`src/rtl/bitsim_mac_pkg.sv`:
```
// bitsim_mac_pkg: FSM state type and width helpers shared by the
// bit-serial ("vertical") MAC unit and its column-term datapath.
package bitsim_mac_pkg;

   typedef enum logic [1:0] {
      ST_IDLE  = 2'd0,
      ST_RUN   = 2'd1,
      ST_DRAIN = 2'd2,
      ST_DONE  = 2'd3
   } mac_state_e;

   // Select field: index within a group plus one "pick zero" bit.
   function automatic int sel_width(input int group_size);
      return $clog2(group_size) + 1;
   endfunction

   // Signed sum of one group of activations.
   function automatic int sum_width(input int group_size, input int data_width);
      return $clog2(group_size) + data_width;
   endfunction

   // One group term; sum_act - psum needs one bit more than a group sum.
   function automatic int term_width(input int group_size, input int data_width);
      return sum_width(group_size, data_width) + 1;
   endfunction

endpackage

```
`src/rtl/mac_vert_col_term.sv`:
```
// mac_vert_col_term: combinational term of one weight bit-column.
// Per group it sums the selected activations (or the complement
// difference), adds groups into T, negates T on the sign column, shifts it
// by the column index, and adds the sum_act * mul_const correction term.
module mac_vert_col_term
   import bitsim_mac_pkg::*;
#(
   parameter int DATA_WIDTH = 8,
   parameter int VEC_LENGTH = 16,
   parameter int GROUP_SIZE = 8,
   parameter int W_BITS     = 8,
   parameter int ACC_WIDTH  = 24
) (
   input  logic [VEC_LENGTH*DATA_WIDTH-1:0]                                      act,
   input  logic [(VEC_LENGTH/GROUP_SIZE)*sum_width(GROUP_SIZE, DATA_WIDTH)-1:0] sum_act,
   input  logic [(VEC_LENGTH/2)*sel_width(GROUP_SIZE)-1:0]                       act_sel,
   input  logic [VEC_LENGTH/GROUP_SIZE-1:0]                                      is_skip_zero,
   input  logic [2:0]                                                            mul_const,
   input  logic                                                                  is_shift_mul,
   input  logic [$clog2(W_BITS)-1:0]                                             col_cnt,
   output logic [ACC_WIDTH-1:0]                                                  term
);

   localparam int NG     = VEC_LENGTH / GROUP_SIZE;
   localparam int HALF   = GROUP_SIZE / 2;
   localparam int SEL_W  = sel_width(GROUP_SIZE);
   localparam int SUM_W  = sum_width(GROUP_SIZE, DATA_WIDTH);
   localparam int TERM_W = term_width(GROUP_SIZE, DATA_WIDTH);
   localparam int CNT_W  = $clog2(W_BITS);

   logic [SEL_W-1:0]            sel;
   logic signed [DATA_WIDTH-1:0] a_s;
   logic signed [SUM_W-1:0]     sa_s;
   logic signed [TERM_W-1:0]    psum;
   logic signed [TERM_W-1:0]    grp;
   logic signed [ACC_WIDTH-1:0] t_sum;
   logic signed [ACC_WIDTH-1:0] s_all;
   logic signed [ACC_WIDTH-1:0] m_term;

   // Build the column term; all wide arithmetic wraps at ACC_WIDTH.
   always_comb begin
      sel    = '0;
      a_s    = '0;
      sa_s   = '0;
      psum   = '0;
      grp    = '0;
      t_sum  = '0;
      s_all  = '0;
      m_term = '0;
      for (int g = 0; g < NG; g++) begin
         psum = '0;
         for (int k = 0; k < HALF; k++) begin
            sel = act_sel[(g*HALF + k)*SEL_W +: SEL_W];
            // Select values at or above GROUP_SIZE contribute zero.
            if (int'(sel) < GROUP_SIZE) begin
               a_s  = act[(g*GROUP_SIZE + int'(sel[SEL_W-2:0]))*DATA_WIDTH +: DATA_WIDTH];
               psum = psum + TERM_W'(a_s);
            end
         end
         sa_s  = sum_act[g*SUM_W +: SUM_W];
         grp   = is_skip_zero[g] ? psum : (TERM_W'(sa_s) - psum);
         t_sum = t_sum + ACC_WIDTH'(grp);
         s_all = s_all + ACC_WIDTH'(sa_s);
      end
      // The top weight column carries negative (two's complement) weight.
      if (col_cnt == CNT_W'(W_BITS-1)) begin
         t_sum = -t_sum;
      end
      t_sum  = t_sum << col_cnt;
      m_term = s_all * $signed({{(ACC_WIDTH-3){1'b0}}, mul_const});
      if (is_shift_mul) begin
         m_term = m_term <<< 3;
      end
      term = t_sum + m_term;
   end

endmodule

```
`src/rtl/mac_unit_vert_seq.sv`:
```
// mac_unit_vert_seq: bit-serial MAC. A job latches activations, then one
// column beat per weight bit adds its term through a 2-stage pipeline
// (term register, then accumulator). Optional build macro
// MAC_VERT_SEQ_SAT_EN clamps the non-pooled result instead of truncating.
//
// Handshakes: a transfer happens on a rising clk edge where valid and ready
// are both 1. in_ready is 1 only in IDLE, col_ready only in RUN, out_valid
// only in DONE; valid on the other side is ignored while ready is 0, and the
// result stays stable while out_valid is 1 and out_ready is 0.
module mac_unit_vert_seq
   import bitsim_mac_pkg::*;
#(
   parameter int DATA_WIDTH   = 8,
   parameter int VEC_LENGTH   = 16,
   parameter int GROUP_SIZE   = 8,
   parameter int W_BITS       = 8,
   parameter int ACC_WIDTH    = 24,
   parameter int RESULT_WIDTH = 16
) (
   input  logic                                                                  clk,
   input  logic                                                                  reset,
   input  logic                                                                  in_valid,
   output logic                                                                  in_ready,
   input  logic [VEC_LENGTH*DATA_WIDTH-1:0]                                      act,
   input  logic [(VEC_LENGTH/GROUP_SIZE)*sum_width(GROUP_SIZE, DATA_WIDTH)-1:0] sum_act,
   input  logic                                                                  load_accum,
   input  logic                                                                  is_pooling,
   input  logic [RESULT_WIDTH-1:0]                                               result_prev,
   input  logic                                                                  col_valid,
   output logic                                                                  col_ready,
   input  logic [(VEC_LENGTH/2)*sel_width(GROUP_SIZE)-1:0]                       act_sel,
   input  logic [VEC_LENGTH/GROUP_SIZE-1:0]                                      is_skip_zero,
   input  logic [2:0]                                                            mul_const,
   input  logic                                                                  is_shift_mul,
   output logic                                                                  out_valid,
   input  logic                                                                  out_ready,
   output logic [RESULT_WIDTH-1:0]                                               result
);

   localparam int NG    = VEC_LENGTH / GROUP_SIZE;
   localparam int SUM_W = sum_width(GROUP_SIZE, DATA_WIDTH);
   localparam int CNT_W = $clog2(W_BITS);

   mac_state_e                      state_q, state_d;
   logic [CNT_W-1:0]                col_cnt_q, col_cnt_d;
   logic                            drain_q, drain_d;
   logic signed [ACC_WIDTH-1:0]     term_q, term_d;
   logic signed [ACC_WIDTH-1:0]     accum_q, accum_d;
   logic [VEC_LENGTH*DATA_WIDTH-1:0] act_q, act_d;
   logic [NG*SUM_W-1:0]             sum_act_q, sum_act_d;
   logic                            pool_q, pool_d;
   logic signed [RESULT_WIDTH-1:0]  prev_q, prev_d;
   logic signed [RESULT_WIDTH-1:0]  result_q, result_d;
   logic                            in_ready_q, in_ready_d;
   logic                            col_ready_q, col_ready_d;
   logic                            out_valid_q, out_valid_d;
   logic [ACC_WIDTH-1:0]            col_term;
   logic signed [RESULT_WIDTH-1:0]  res_base;

   mac_vert_col_term #(
      .DATA_WIDTH (DATA_WIDTH),
      .VEC_LENGTH (VEC_LENGTH),
      .GROUP_SIZE (GROUP_SIZE),
      .W_BITS     (W_BITS),
      .ACC_WIDTH  (ACC_WIDTH)
   ) u_col_term (
      .act          (act_q),
      .sum_act      (sum_act_q),
      .act_sel      (act_sel),
      .is_skip_zero (is_skip_zero),
      .mul_const    (mul_const),
      .is_shift_mul (is_shift_mul),
      .col_cnt      (col_cnt_q),
      .term         (col_term)
   );

`ifdef MAC_VERT_SEQ_SAT_EN
   localparam logic signed [RESULT_WIDTH-1:0] RES_MAX_R = {1'b0, {(RESULT_WIDTH-1){1'b1}}};
   localparam logic signed [RESULT_WIDTH-1:0] RES_MIN_R = {1'b1, {(RESULT_WIDTH-1){1'b0}}};
   localparam logic signed [ACC_WIDTH-1:0]    RES_MAX_A = ACC_WIDTH'(RES_MAX_R);
   localparam logic signed [ACC_WIDTH-1:0]    RES_MIN_A = ~RES_MAX_A;

   // Clamp the accumulator into the signed result range.
   always_comb begin
      if (accum_q > RES_MAX_A) begin
         res_base = RES_MAX_R;
      end else if (accum_q < RES_MIN_A) begin
         res_base = RES_MIN_R;
      end else begin
         res_base = accum_q[RESULT_WIDTH-1:0];
      end
   end
`else
   // Wrap the accumulator to the low result bits.
   always_comb begin
      res_base = accum_q[RESULT_WIDTH-1:0];
   end
`endif

   // Next-state, pipeline and accumulator logic.
   always_comb begin
      state_d   = state_q;
      col_cnt_d = col_cnt_q;
      drain_d   = drain_q;
      term_d    = term_q;
      accum_d   = accum_q;
      act_d     = act_q;
      sum_act_d = sum_act_q;
      pool_d    = pool_q;
      prev_d    = prev_q;
      result_d  = result_q;
      unique case (state_q)
         ST_IDLE: begin
            if (in_valid) begin
               act_d     = act;
               sum_act_d = sum_act;
               pool_d    = is_pooling;
               prev_d    = result_prev;
               accum_d   = load_accum ? ACC_WIDTH'($signed(result_prev)) : '0;
               term_d    = '0;
               col_cnt_d = '0;
               state_d   = ST_RUN;
            end
         end
         ST_RUN: begin
            // Pipeline only advances on a beat; a gap holds everything.
            if (col_valid) begin
               accum_d   = accum_q + term_q;
               term_d    = col_term;
               col_cnt_d = col_cnt_q + 1'b1;
               if (col_cnt_q == CNT_W'(W_BITS-1)) begin
                  col_cnt_d = '0;
                  drain_d   = 1'b0;
                  state_d   = ST_DRAIN;
               end
            end
         end
         ST_DRAIN: begin
            // First cycle flushes the last term, second captures the result.
            if (!drain_q) begin
               accum_d = accum_q + term_q;
               term_d  = '0;
               drain_d = 1'b1;
            end else begin
               result_d = (pool_q && (prev_q > res_base)) ? prev_q : res_base;
               state_d  = ST_DONE;
            end
         end
         ST_DONE: begin
            if (out_ready) begin
               state_d = ST_IDLE;
            end
         end
         default: state_d = ST_IDLE;
      endcase
      in_ready_d  = (state_d == ST_IDLE);
      col_ready_d = (state_d == ST_RUN);
      out_valid_d = (state_d == ST_DONE);
   end

   // State, datapath and registered handshake outputs.
   always_ff @(posedge clk or negedge reset) begin
      if (!reset) begin
         state_q     <= ST_IDLE;
         col_cnt_q   <= '0;
         drain_q     <= 1'b0;
         term_q      <= '0;
         accum_q     <= '0;
         act_q       <= '0;
         sum_act_q   <= '0;
         pool_q      <= 1'b0;
         prev_q      <= '0;
         result_q    <= '0;
         in_ready_q  <= 1'b1;
         col_ready_q <= 1'b0;
         out_valid_q <= 1'b0;
      end else begin
         state_q     <= state_d;
         col_cnt_q   <= col_cnt_d;
         drain_q     <= drain_d;
         term_q      <= term_d;
         accum_q     <= accum_d;
         act_q       <= act_d;
         sum_act_q   <= sum_act_d;
         pool_q      <= pool_d;
         prev_q      <= prev_d;
         result_q    <= result_d;
         in_ready_q  <= in_ready_d;
         col_ready_q <= col_ready_d;
         out_valid_q <= out_valid_d;
      end
   end

   assign in_ready  = in_ready_q;
   assign col_ready = col_ready_q;
   assign out_valid = out_valid_q;
   assign result    = result_q;

endmodule

```
`config.mk`:
```
export PLATFORM = sky130hd
export DESIGN_NAME = mac_unit_vert_seq
export DESIGN_NICKNAME = d
export VERILOG_FILES = /design/src/rtl/bitsim_mac_pkg.sv /design/src/rtl/mac_vert_col_term.sv /design/src/rtl/mac_unit_vert_seq.sv
export SDC_FILE = /design/constraint.sdc
export NUM_CORES = 1
export LEC_CHECK = 0
export ABC_AREA = 1
export BUFFER_PORTS_ARGS = -buffer_cell sky130_fd_sc_hd__buf_2
export CORE_AREA = 5 5 202 204
export CTS_BUF_LIST = sky130_fd_sc_hd__clkbuf_2 sky130_fd_sc_hd__clkbuf_4 sky130_fd_sc_hd__clkbuf_8
export DETAILED_ROUTE_END_ITERATION = 8
export DIE_AREA = 0 0 207 209
export PLACE_DENSITY_LB_ADDON = 0.3
export SETUP_SLACK_MARGIN = 0.02
export SYNTH_ARGS = -nofsm -noshare
export SYNTH_HDL_FRONTEND = slang
export SYNTH_SLANG_ARGS = --single-unit
export TNS_END_PERCENT = 100
```
`constraint.sdc`:
```
create_clock -name clk -period 13.72 [get_ports clk]
set_input_delay 1.372 -clock clk [delete_from_list [all_inputs] [get_ports clk]]
set_output_delay 1.372 -clock clk [all_outputs]
set_load 0.1 [all_outputs]
```
# Word-level counts from Yosys, hierarchy flattened
# Cells that the tools add are included.
dict set report totals {
  elab_cells 106
  output_inout_bits 19
  reg_bits 240
}
dict set report classes {
  multipliers 1
  addsub 18
  shifts 9
  eq_ne 10
  magnitude_cmp 9
  mux 35
  reduce_logical 11
}
# op n
set op_table {}
lappend op_table {{variable part select 128 x 7 -> 8 bit} 4}
lappend op_table {{variable part select 128 x 9 -> 8 bit} 3}
lappend op_table {{two-way mux 24 bit} 9}
lappend op_table {{one-hot mux 24 bit (3 select lines)} 2}
lappend op_table {{variable part select 128 x 32 -> 8 bit} 1}
lappend op_table {{two-way mux 12 bit} 10}
lappend op_table {{adder 12 x 8 -> 12 bit} 6}
lappend op_table {{adder 24 bit} 2}
lappend op_table {{less-than comparator 4 bit (second input constant)} 8}
lappend op_table {{multiplier 24 x 4 -> 24 bit} 1}
lappend op_table {{negation 24 bit} 1}
lappend op_table {{left shift 24 x 3 -> 24 bit} 1}
lappend op_table {{subtractor 11 x 12 -> 12 bit} 2}
lappend op_table {{adder 4 x 3 -> 5 bit (first input constant)} 4}
lappend op_table {{greater-than comparator 16 bit} 1}
lappend op_table {{two-way mux 16 bit} 1}
lappend op_table {{adder 12 x 12 -> 13 bit} 1}
lappend op_table {{adder 11 x 11 -> 12 bit} 1}
lappend op_table {{two-way mux 2 bit} 5}
lappend op_table {{two-way mux 3 bit} 3}
lappend op_table {{!= test 2 bit (second input constant)} 4}
lappend op_table {{one-hot mux 2 bit (4 select lines)} 1}
lappend op_table {{equality test 2 bit (second input constant)} 3}
lappend op_table {{one-hot mux 3 bit (2 select lines)} 1}
lappend op_table {{other kinds (12)} 18}

# Logic depth before layout (Yosys ltp)
# Gate-level depths: netlist (run 1).
dict set report logic_depth {
  ltp_word 18
  depth_mapped 71
}

# Cells and area by module
# From an unflattened synthesis (run 1), not the netlist that was laid out.
dict set report hier_totals {
  cells_unflattened 3451
  hier_area_um2 23612.6
}
# module area_each_um2 cells_per_inst instances
set by_module_without_submodules {}
lappend by_module_without_submodules {mac_vert_col_term 13594.3 2543 1}
lappend by_module_without_submodules {mac_unit_vert_seq 10018.4 908 1}

# Least setup slack after synthesis (run 1)
# Ideal clock, no wire load.
dict set report synth_path {
  kind {input to register}
  start {in act_sel[0]}
  end {reg term_q[15]}
  slack_ns 4.244
  arrival_ns 9.359
  stages 66
  setup_time_ns 0.117
  path_buffers 3
  cell_sequence {buf_4 > inv_2 > buf_6 > buf_2 > a21oi_1 > o21ai_0 > nand3_1 > nand2_1 > a31oi_1 > ha_1 > inv_1 > fa_1 > xor2_1 > o21ai_1 > ha_1 > a21oi_1 > nand2_1 > a21oi_1 > (+30 left out) > nand3_1 > nand3_1 > xor2_2 > inv_1 > nand3_2 > nand3_1 > a21oi_1 > o22ai_1 > ha_1 > nand2_1 > o41ai_1 > nand2_1 > a21oi_1 > nor2_1 > inv_1 > nand3_1 > nand3_1 > nand2_1}
}
dict set report synth_between {
  elab_chain_cells 17
}
# element line_no
set synth_lines {}
lappend synth_lines {{from (decl)} mac_unit_vert_seq.sv:31} ;# input logic [(VEC_LENGTH/2)*sel_width(GROUP_SIZE)-1:0] act_sel,
lappend synth_lines {{variable part select 128 x 7 -> 8 bit / less-than comparator 4 bit (equally long branches)} {mac_vert_col_term.sv:56, mac_vert_col_term.sv:55}}
lappend synth_lines {{two-way mux 12 bit (*)} mac_vert_col_term.sv:55} ;# if (int'(sel) < GROUP_SIZE) begin
lappend synth_lines {{adder 12 x 8 -> 12 bit} mac_vert_col_term.sv:57} ;# psum = psum + TERM_W'(a_s);
lappend synth_lines {{two-way mux 12 bit (*)} mac_vert_col_term.sv:55}
lappend synth_lines {{adder 12 x 8 -> 12 bit} mac_vert_col_term.sv:57}
lappend synth_lines {{two-way mux 12 bit (*)} mac_vert_col_term.sv:55}
lappend synth_lines {{adder 12 x 8 -> 12 bit} mac_vert_col_term.sv:57}
lappend synth_lines {{two-way mux 12 bit (*)} mac_vert_col_term.sv:55}
lappend synth_lines {{subtractor 11 x 12 -> 12 bit} mac_vert_col_term.sv:61} ;# grp = is_skip_zero[g] ? psum : (TERM_W'(sa_s) - psum);
lappend synth_lines {{two-way mux 12 bit (*)} mac_vert_col_term.sv:61}
lappend synth_lines {{adder 12 x 12 -> 13 bit (*)} mac_vert_col_term.sv:62} ;# t_sum = t_sum + ACC_WIDTH'(grp);
lappend synth_lines {{negation 24 bit} mac_vert_col_term.sv:67} ;# t_sum = -t_sum;
lappend synth_lines {{two-way mux 24 bit (*)} mac_vert_col_term.sv:66} ;# if (col_cnt == CNT_W'(W_BITS-1)) begin
lappend synth_lines {{left shift 24 x 3 -> 24 bit (*)} mac_vert_col_term.sv:69} ;# t_sum = t_sum << col_cnt;
lappend synth_lines {{adder 24 bit (*)} mac_vert_col_term.sv:74} ;# term = t_sum + m_term;
lappend synth_lines {{two-way mux 24 bit (*)} mac_unit_vert_seq.sv:127} ;# if (col_valid) begin
lappend synth_lines {{one-hot mux 24 bit (3 select lines) (*)} mac_unit_vert_seq.sv:112} ;# unique case (state_q)
lappend synth_lines {{to (signal assigned)} mac_unit_vert_seq.sv:181} ;# term_q <= term_d;
lappend synth_lines {{to (decl)} mac_unit_vert_seq.sv:47} ;# logic signed [ACC_WIDTH-1:0] term_q, term_d;
# Mark *: on every way between the ends. The rest lies on a longest branch, timed or not. The select of a mux whose other input is x is not followed.
# A chain may end at the register's enable or synchronous reset.

# Worst setup path after layout (run 1)
dict set report layout_path {
  start {in act_sel[16]}
  end {reg term_q[15]}
}
dict set report layout_between {
  elab_chain_cells 18
}
# element line_no
set layout_lines {}
lappend layout_lines {{adder 4 x 3 -> 5 bit} mac_vert_col_term.sv:56} ;# a_s = act[(g*GROUP_SIZE + int'(sel[SEL_W-2:0]))*DATA_WIDTH +: DATA_WIDTH];
lappend layout_lines {{variable part select 128 x 32 -> 8 bit} mac_vert_col_term.sv:56}
lappend layout_lines {{two-way mux 12 bit (*)} mac_vert_col_term.sv:55}
lappend layout_lines {{adder 12 x 8 -> 12 bit} mac_vert_col_term.sv:57}
lappend layout_lines {{two-way mux 12 bit (*)} mac_vert_col_term.sv:55}
lappend layout_lines {{adder 12 x 8 -> 12 bit} mac_vert_col_term.sv:57}
lappend layout_lines {{two-way mux 12 bit (*)} mac_vert_col_term.sv:55}
lappend layout_lines {{adder 12 x 8 -> 12 bit} mac_vert_col_term.sv:57}
lappend layout_lines {{(+2 left out)} -}
lappend layout_lines {{two-way mux 12 bit (*)} mac_vert_col_term.sv:61}
lappend layout_lines {{adder 12 x 12 -> 13 bit (*)} mac_vert_col_term.sv:62}
lappend layout_lines {{negation 24 bit} mac_vert_col_term.sv:67}
lappend layout_lines {{two-way mux 24 bit (*)} mac_vert_col_term.sv:66}
lappend layout_lines {{left shift 24 x 3 -> 24 bit (*)} mac_vert_col_term.sv:69}
lappend layout_lines {{adder 24 bit (*)} mac_vert_col_term.sv:74}
lappend layout_lines {{two-way mux 24 bit (*)} mac_unit_vert_seq.sv:127}
lappend layout_lines {{one-hot mux 24 bit (3 select lines) (*)} mac_unit_vert_seq.sv:112}
# Marks and branches as above.

==> reports/results.txt, run 1 <==
RD Place Congestion: 1.006
Initial Util: 56.80%
Die area: 43260 µm²
Slew @ Worst Pin: 1.166 ns
Post-Synth XOR/XNOR Area: 2.795%
Initial drt markers: 2047
Most common cell after layout, fill and taps aside: nand2_1
Post-CTS sizing: 0
Synth Register Bits: 224
Mapped Nets: 3645
Largest net degree at the start of global routing: 98
Critical Path Start Type: input port
Vias in the first global route: 21910
Mux share of post-synthesis cell area: 6.040%
Share of layout cells above drive strength 1: 14.63%
Final nets: 3778
Io pins: 230
Max clock buf depth: 3
# hold bufs at CTS: 0
Post-route ant nets: 0
Placement Rows: 73
Clk slew on worst S/H paths: 0.06 ns
Clock root buffer: clkbuf_8
Die width: 207 µm
Post-Synthesis Cells: 3222
Adder and majority gate portion of the synthesized area: 12.76%
Setup TNS: 0 ns
Global Route Usage Sum: 30.16%
Final Hold Viols: 0
Max Freq: 92.84 MHz
Final Non-Filler Cells: 3911
First drt pass iteration count: 9
Post-synthesis average cell area: 6.892 µm²
Worst EP arrival: 11.25 ns
Hold WC Path Type: reg -> reg
Most used cell, CP: nand2_1
Max-Cap Viols: 0
Detailed Route WL: 68360 µm
Worst Setup Path Type: in -> reg
Post-DR vias/cell: 5.822
Crit path time final: 10.77 ns
Vias after detailed routing: 22770
Status: completed
Register area share after synthesis: 25.25%
Initial antenna violation count: 3
Most used DFF post-synth: dfrtp_1
Avg WL per Cell: 17.48 µm
Max-slew headroom: 22.27%
Multi-input gate area: 14620 µm²
Async SR Flop Fraction: 100.0%
Most frequent cells in the layout: nand2_1 (613), a21oi_1 (426), o21ai_0 (361)
Reg2Reg Setup Slack: 4.10 ns
Critical Path Fanout Max: 52
Largest family of logic cells by synthesized area: compound AO/OA/AOI/OAI gates
CP peak stage delay: 0.59 ns
Placed insts: 3837
CP required: 14.20 ns
Post-synthesis compound-gate area fraction: 22.23%
Cell variety after synth: 56
RSZ-0062 raised after global routing: no
CTS tree: yes
Synthesized cell area: 22210 µm²
Area of the core: 39090 µm²
TritonCTS Sinks: 224
Register area: 5607 µm²
Die H: 209 µm
Slowest cell on the critical path: inv_2
# fillers: 3596
H-Tree Level Count: 2
First-pass GRT wire length: 109800 µm
Total grt overflow: 0
# setup viols final: 0
Yosys warnings: 0
CP Capture Type: flop
Post-synthesis simple-gate area fraction: 21.97%
DRC: 0
Slew Viols, Final: 0
Clock latency on the worst-skew pair: 0.60 ns
Post-synth EDFFs: 0
Post-CTS Setup Inserts: 0
# port buffers: 229
Detailed Place HPWL: 52820 µm
Synth-to-layout area growth: 9.725%
CTS Buf Count: 41
Period utilization: 78.51%
Clk_skew: 0.02479 ns
routing by layer:
metal | global-route usage [%] | vias up | share of wire [%]
met2 | 50.55 | 864 | 47
met1 | 39.28 | 10610 | 42
met3 | 5.119 | 158 | 7.5
li1 | - | 11140 | -
met5 | 0 | - | 0.010
met4 | 11.47 | 2 | 3.7
critical path: cells and delay by family:
kind / cells / cell delay [ns]
AND/OR/NAND/NOR: 29 / 2.88
XOR/XNOR: 4 / 0.68
adder cells (fa/ha/maj): 7 / 2.53
AO/OA/AOI/OAI: 16 / 2.58
buffers and inverters: 7 / 1.17
registers in the layout, indices dropped and copies added (netlist names), 2 cells and up:
register,cells
col_cnt_q,3
term_q,16
result,16
prev_q,16
accum_q,16
sum_act_q,22
state_q,2
act_q,128
cell families after synthesis:
| family | Yosys count |
|---|---|
| mux | 120 |
| xor+xnor | 70 |
| fa+ha+maj | 212 |
| flops | 224 |
| compound gates | 932 |
| simple gates | 1146 |
| buf+inv | 518 |
cell usage after synthesis, drive strengths merged, types with 22 or more instances:
| cell | instances | share of area (%) |
|---|---|---|
| a21oi | 426 | 9.6 |
| buf | 35 | 0.78 |
| clkbuf | 109 | 1.9 |
| dfrtp | 223 | 25 |
| fa | 24 | 2.2 |
| ha | 188 | 11 |
| inv | 365 | 6.2 |
| mux2 | 112 | 5.7 |
| nand2 | 637 | 11 |
| nand3 | 242 | 5.6 |
| nor2 | 207 | 3.6 |
| o211ai | 23 | 0.78 |
| o21ai | 395 | 8.9 |
| or2 | 22 | 0.62 |
| xnor2 | 22 | 0.87 |
| xor2 | 48 | 1.9 |
cell type report:
type	count	area share (%)
clock inverters	8	0.3389
clock buffers	64	3.256
well taps	525	2.696
inverters	374	5.762
flip-flops and latches	224	23.01
diodes	2	0.02054
multi-input cells	2480	60.02
repair buffers	234	4.899
per-stage QoR:
stage / area (µm²) / utilization [%] / worst slack, ns / hold slack [ns]
floorplan: 22210 / - / 4.244 / 0.4555
global placement: 23490 / 60.08 / 2.969 / 0.4627
detailed placement: 23490 / 60.08 / 2.541 / 0.4641
CTS: 24360 / 62.32 / 3.168 / 0.4837
global route: 24360 / 62.32 / 2.154 / 0.5080
finish: 24370 / 62.33 / 2.949 / 0.4790
final timing paths:
path                       cells after the start                      to                    from
setup / recovery                              63  term_q[15]$_DFFE_PN0P_             act_sel[16]
max in group asynchronous                      2  act_q[125]$_DFFE_PN0P_                   reset
hold / removal                                 2   result[5]$_DFFE_PN0P_   result[5]$_DFFE_PN0P_
setup reg to reg                              63  term_q[15]$_DFFE_PN0P_  act_q[112]$_DFFE_PN0P_
hold reg to reg                                2   result[5]$_DFFE_PN0P_   result[5]$_DFFE_PN0P_
min in group asynchronous                      1  term_q[14]$_DFFE_PN0P_                   reset
Power of run 1 is left out: the tool's default activity adds up to more than one toggle a clock period on the data nets, which glitch-free logic cannot reach.
==> run 2, diff against run 1 <==
CORE_AREA = 5 5 206 208   (was 5 5 202 204)
DIE_AREA = 0 0 211 213   (was 0 0 207 209)
clock period = 9.3 ns   (was 13.72 ns; I/O delays follow)
==> run 2 against run 1 <==
Compared with the run above:
- worst setup slack got worse by 2.7 ns
- sequential share of layout area decreased by 2.1 points
- non-clock buffer count increased by 243
- largest cell class unchanged
- flip-flop and latch count unchanged
- critical endpoint unchanged
==> reports/results.txt, run 2 (synthesis gave the netlist of run 1 again) <==
Reg2Reg Setup Slack: 0.31 ns (was 4.10 ns)
CP peak stage delay: 0.37 ns (was 0.59 ns)
Hold WC Path Type: in -> async (was reg -> reg)
Io pins: 230 (unchanged)
Most common cell after layout, fill and taps aside: nand2_1 (unchanged)
RSZ-0062 raised after global routing: yes (was no)
Synth-to-layout area growth: 20.79% (was 9.725%)
CP required: 9.78 ns (was 14.20 ns)
Clk slew on worst S/H paths: 0.06 ns (about the same)
Detailed Place HPWL: 56510 µm (was 52820 µm)
# setup viols final: 0 (unchanged)
Vias in the first global route: 22570 (was 21910)
Critical Path Start Type: input port (unchanged)
Post-DR vias/cell: 5.775 (was 5.822)
Max reg flops: 128 (unchanged)
# hold bufs at CTS: 0 (unchanged)
Total grt overflow: 0 (unchanged)
Status: completed (unchanged)
Die width: 211 µm (was 207 µm)
Final Hold Viols: 0 (unchanged)
Final nets: 4021 (was 3778)
# port buffers: 229 (unchanged)
Most used cell, CP: nand2_1 (unchanged)
Largest net degree at the start of global routing: 98 (unchanged)
TritonCTS Sinks: 224 (unchanged)
Initial drt markers: 2089 (was 2047)
Biggest registers after layout: act_q (128), sum_act_q (22) (unchanged)
Worst EP arrival: 9.51 ns (was 11.25 ns)
First-pass GRT wire length: 113800 µm (was 109800 µm)
Placement Rows: 74 (was 73)
# fillers: 3547 (was 3596)
Period utilization: 97.04%
Slowest cell on the critical path: fa_2 (was inv_2)
Most frequent cells in the layout: nand2_1 (599), a21oi_1 (398), inv_1 (341) (was nand2_1 (613), a21oi_1 (426), o21ai_0 (361))
WHS: 0.3320 ns (was 0.4790 ns)
Clk_skew: 0.02541 ns (was 0.02479 ns)
RD Place Congestion: 0.9806 (was 1.006)
Max Freq: 110.8 MHz
Crit path time final: 9.025 ns
CTS tree: yes (unchanged)
CTS Buf Count: 41 (unchanged)
Worst Setup Path Type: in -> reg (unchanged)
Vias after detailed routing: 24000 (was 22770)
Critical Path Fanout Max: 8 (was 52)
Largest Register: act_q (unchanged)
CP Capture Type: flop (unchanged)
Avg WL per Cell: 17.63 µm (was 17.48 µm)
CP Launch Point: act_sel[4] (was act_sel[16])
Post-route ant nets: 0 (unchanged)
Share of layout cells above drive strength 1: 23.42% (was 14.63%)
Area of the core: 40370 µm² (was 39090 µm²)
Initial Util: 55.01% (was 56.80%)
Global Route Usage Sum: 30.72% (was 30.16%)
Worst reg2reg path depth: 60 (was 63)
Clock latency on the worst-skew pair: 0.60 ns (about the same)
DRC: 0 (unchanged)
Detailed Route WL: 73260 µm (was 68360 µm)
Worst r2r dst: term_q[15]$_DFFE_PN0P_ (unchanged)
H-Tree Level Count: 2 (unchanged)
Crit path to: term_q[15]$_DFFE_PN0P_ (unchanged)
Max-Cap Viols: 0 (unchanged)
Max clock buf depth: 3 (unchanged)
Max-slew headroom: 20.47% (was 22.27%)
Slew @ Worst Pin: 1.193 ns (was 1.166 ns)
Slew Viols, Final: 0 (unchanged)
Worst R2R Start: act_q[48]$_DFFE_PN0P_ (was act_q[112]$_DFFE_PN0P_)
First drt pass iteration count: 9 (unchanged)
Clock root buffer: clkbuf_8 (unchanged)
Die area: 44940 µm² (was 43260 µm²)
Initial antenna violation count: 4 (was 3)
Die H: 213 µm (was 209 µm)
==> run 2: cell types whose count changed in the layout (fill, tap and decap cells not counted), sizes merged <==
cell      delta
clkbuf       -4
clkinv       +3
clkinvlp     +1
inv          -3
bufinv       -1
buf        +241
==> run 2: metrics by stage <==
stage | util, % | std cells | area [µm²] | setup slack (ns) | TNS [ns]
after floorplan | - | 3222 | 22210 | 0.2659 | 0
after global placement | 62.16 | 4052 | 25090 | -0.2517 | -0.4017
after detailed placement | 62.16 | 4052 | 25090 | -0.5916 | -1.834
after CTS | 64.09 | 4118 | 25870 | 0.03472 | 0
after global routing | 66.44 | 4154 | 26820 | -0.3397 | -0.7607
final | 66.44 | 4155 | 26820 | 0.2750 | 0
==> run 2: critical path: cells and delay by family <==
kind / cells / cell delay [ns]
AOI/OAI and AO/OA: 22 / 3.03
xor gates and xnor gates: 3 / 0.46
adders and majority gates: 7 / 2.23
buffers and inverters: 8 / 0.74
and+or+nand+nor: 21 / 2.09
==> run 2: worst min path at each step <==
stage	startpoint	endpoint	slack (ns)
after floorplan	term_q[10]$_DFFE_PN0P_	term_q[10]$_DFFE_PN0P_	0.46
after global placement	result[4]$_DFFE_PN0P_	result[4]$_DFFE_PN0P_	0.46
after detailed placement	result[8]$_DFFE_PN0P_	result[8]$_DFFE_PN0P_	0.46
after CTS	reset	sum_act_q[9]$_DFFE_PN0P_	0.32
after global routing	reset	sum_act_q[9]$_DFFE_PN0P_	0.36
final	reset	sum_act_q[9]$_DFFE_PN0P_	0.33
==> run 2: what timing repair did <==
action | 4_1_cts | 5_1_grt
gates resized for setup | 0 | 218
endpoints found under the setup margin | 0 | 8
setup buffers | 0 | 35
==> run 2: area by class of cell <==
class / instances / area (µm²) / area share, %
Sequential cell: 224 / 5607 / 20.90
Inverter: 374 / 1445 / 5.388
Tap cell: 532 / 665.6 / 2.482
Antenna cell: 2 / 5.005 / 0.01866
Clock buffer: 58 / 729.5 / 2.720
Timing Repair Buffer: 477 / 3189 / 11.89
Clock inverter: 8 / 50.05 / 0.1866
Multi-Input combinational cell: 2480 / 15130 / 56.41
==> run 2: routing by layer <==
layer | GRT usage [%] | vias to the layer above | wire length, µm
met3 | 4.393 | 198 | 5309
met4 | 11.76 | 4 | 2728
met2 | 51.40 | 1016 | 34880
met5 | 0 | - | 34
li1 | - | 11640 | -
met1 | 40.55 | 11140 | 30320
Power of run 2 is left out for the same reason.
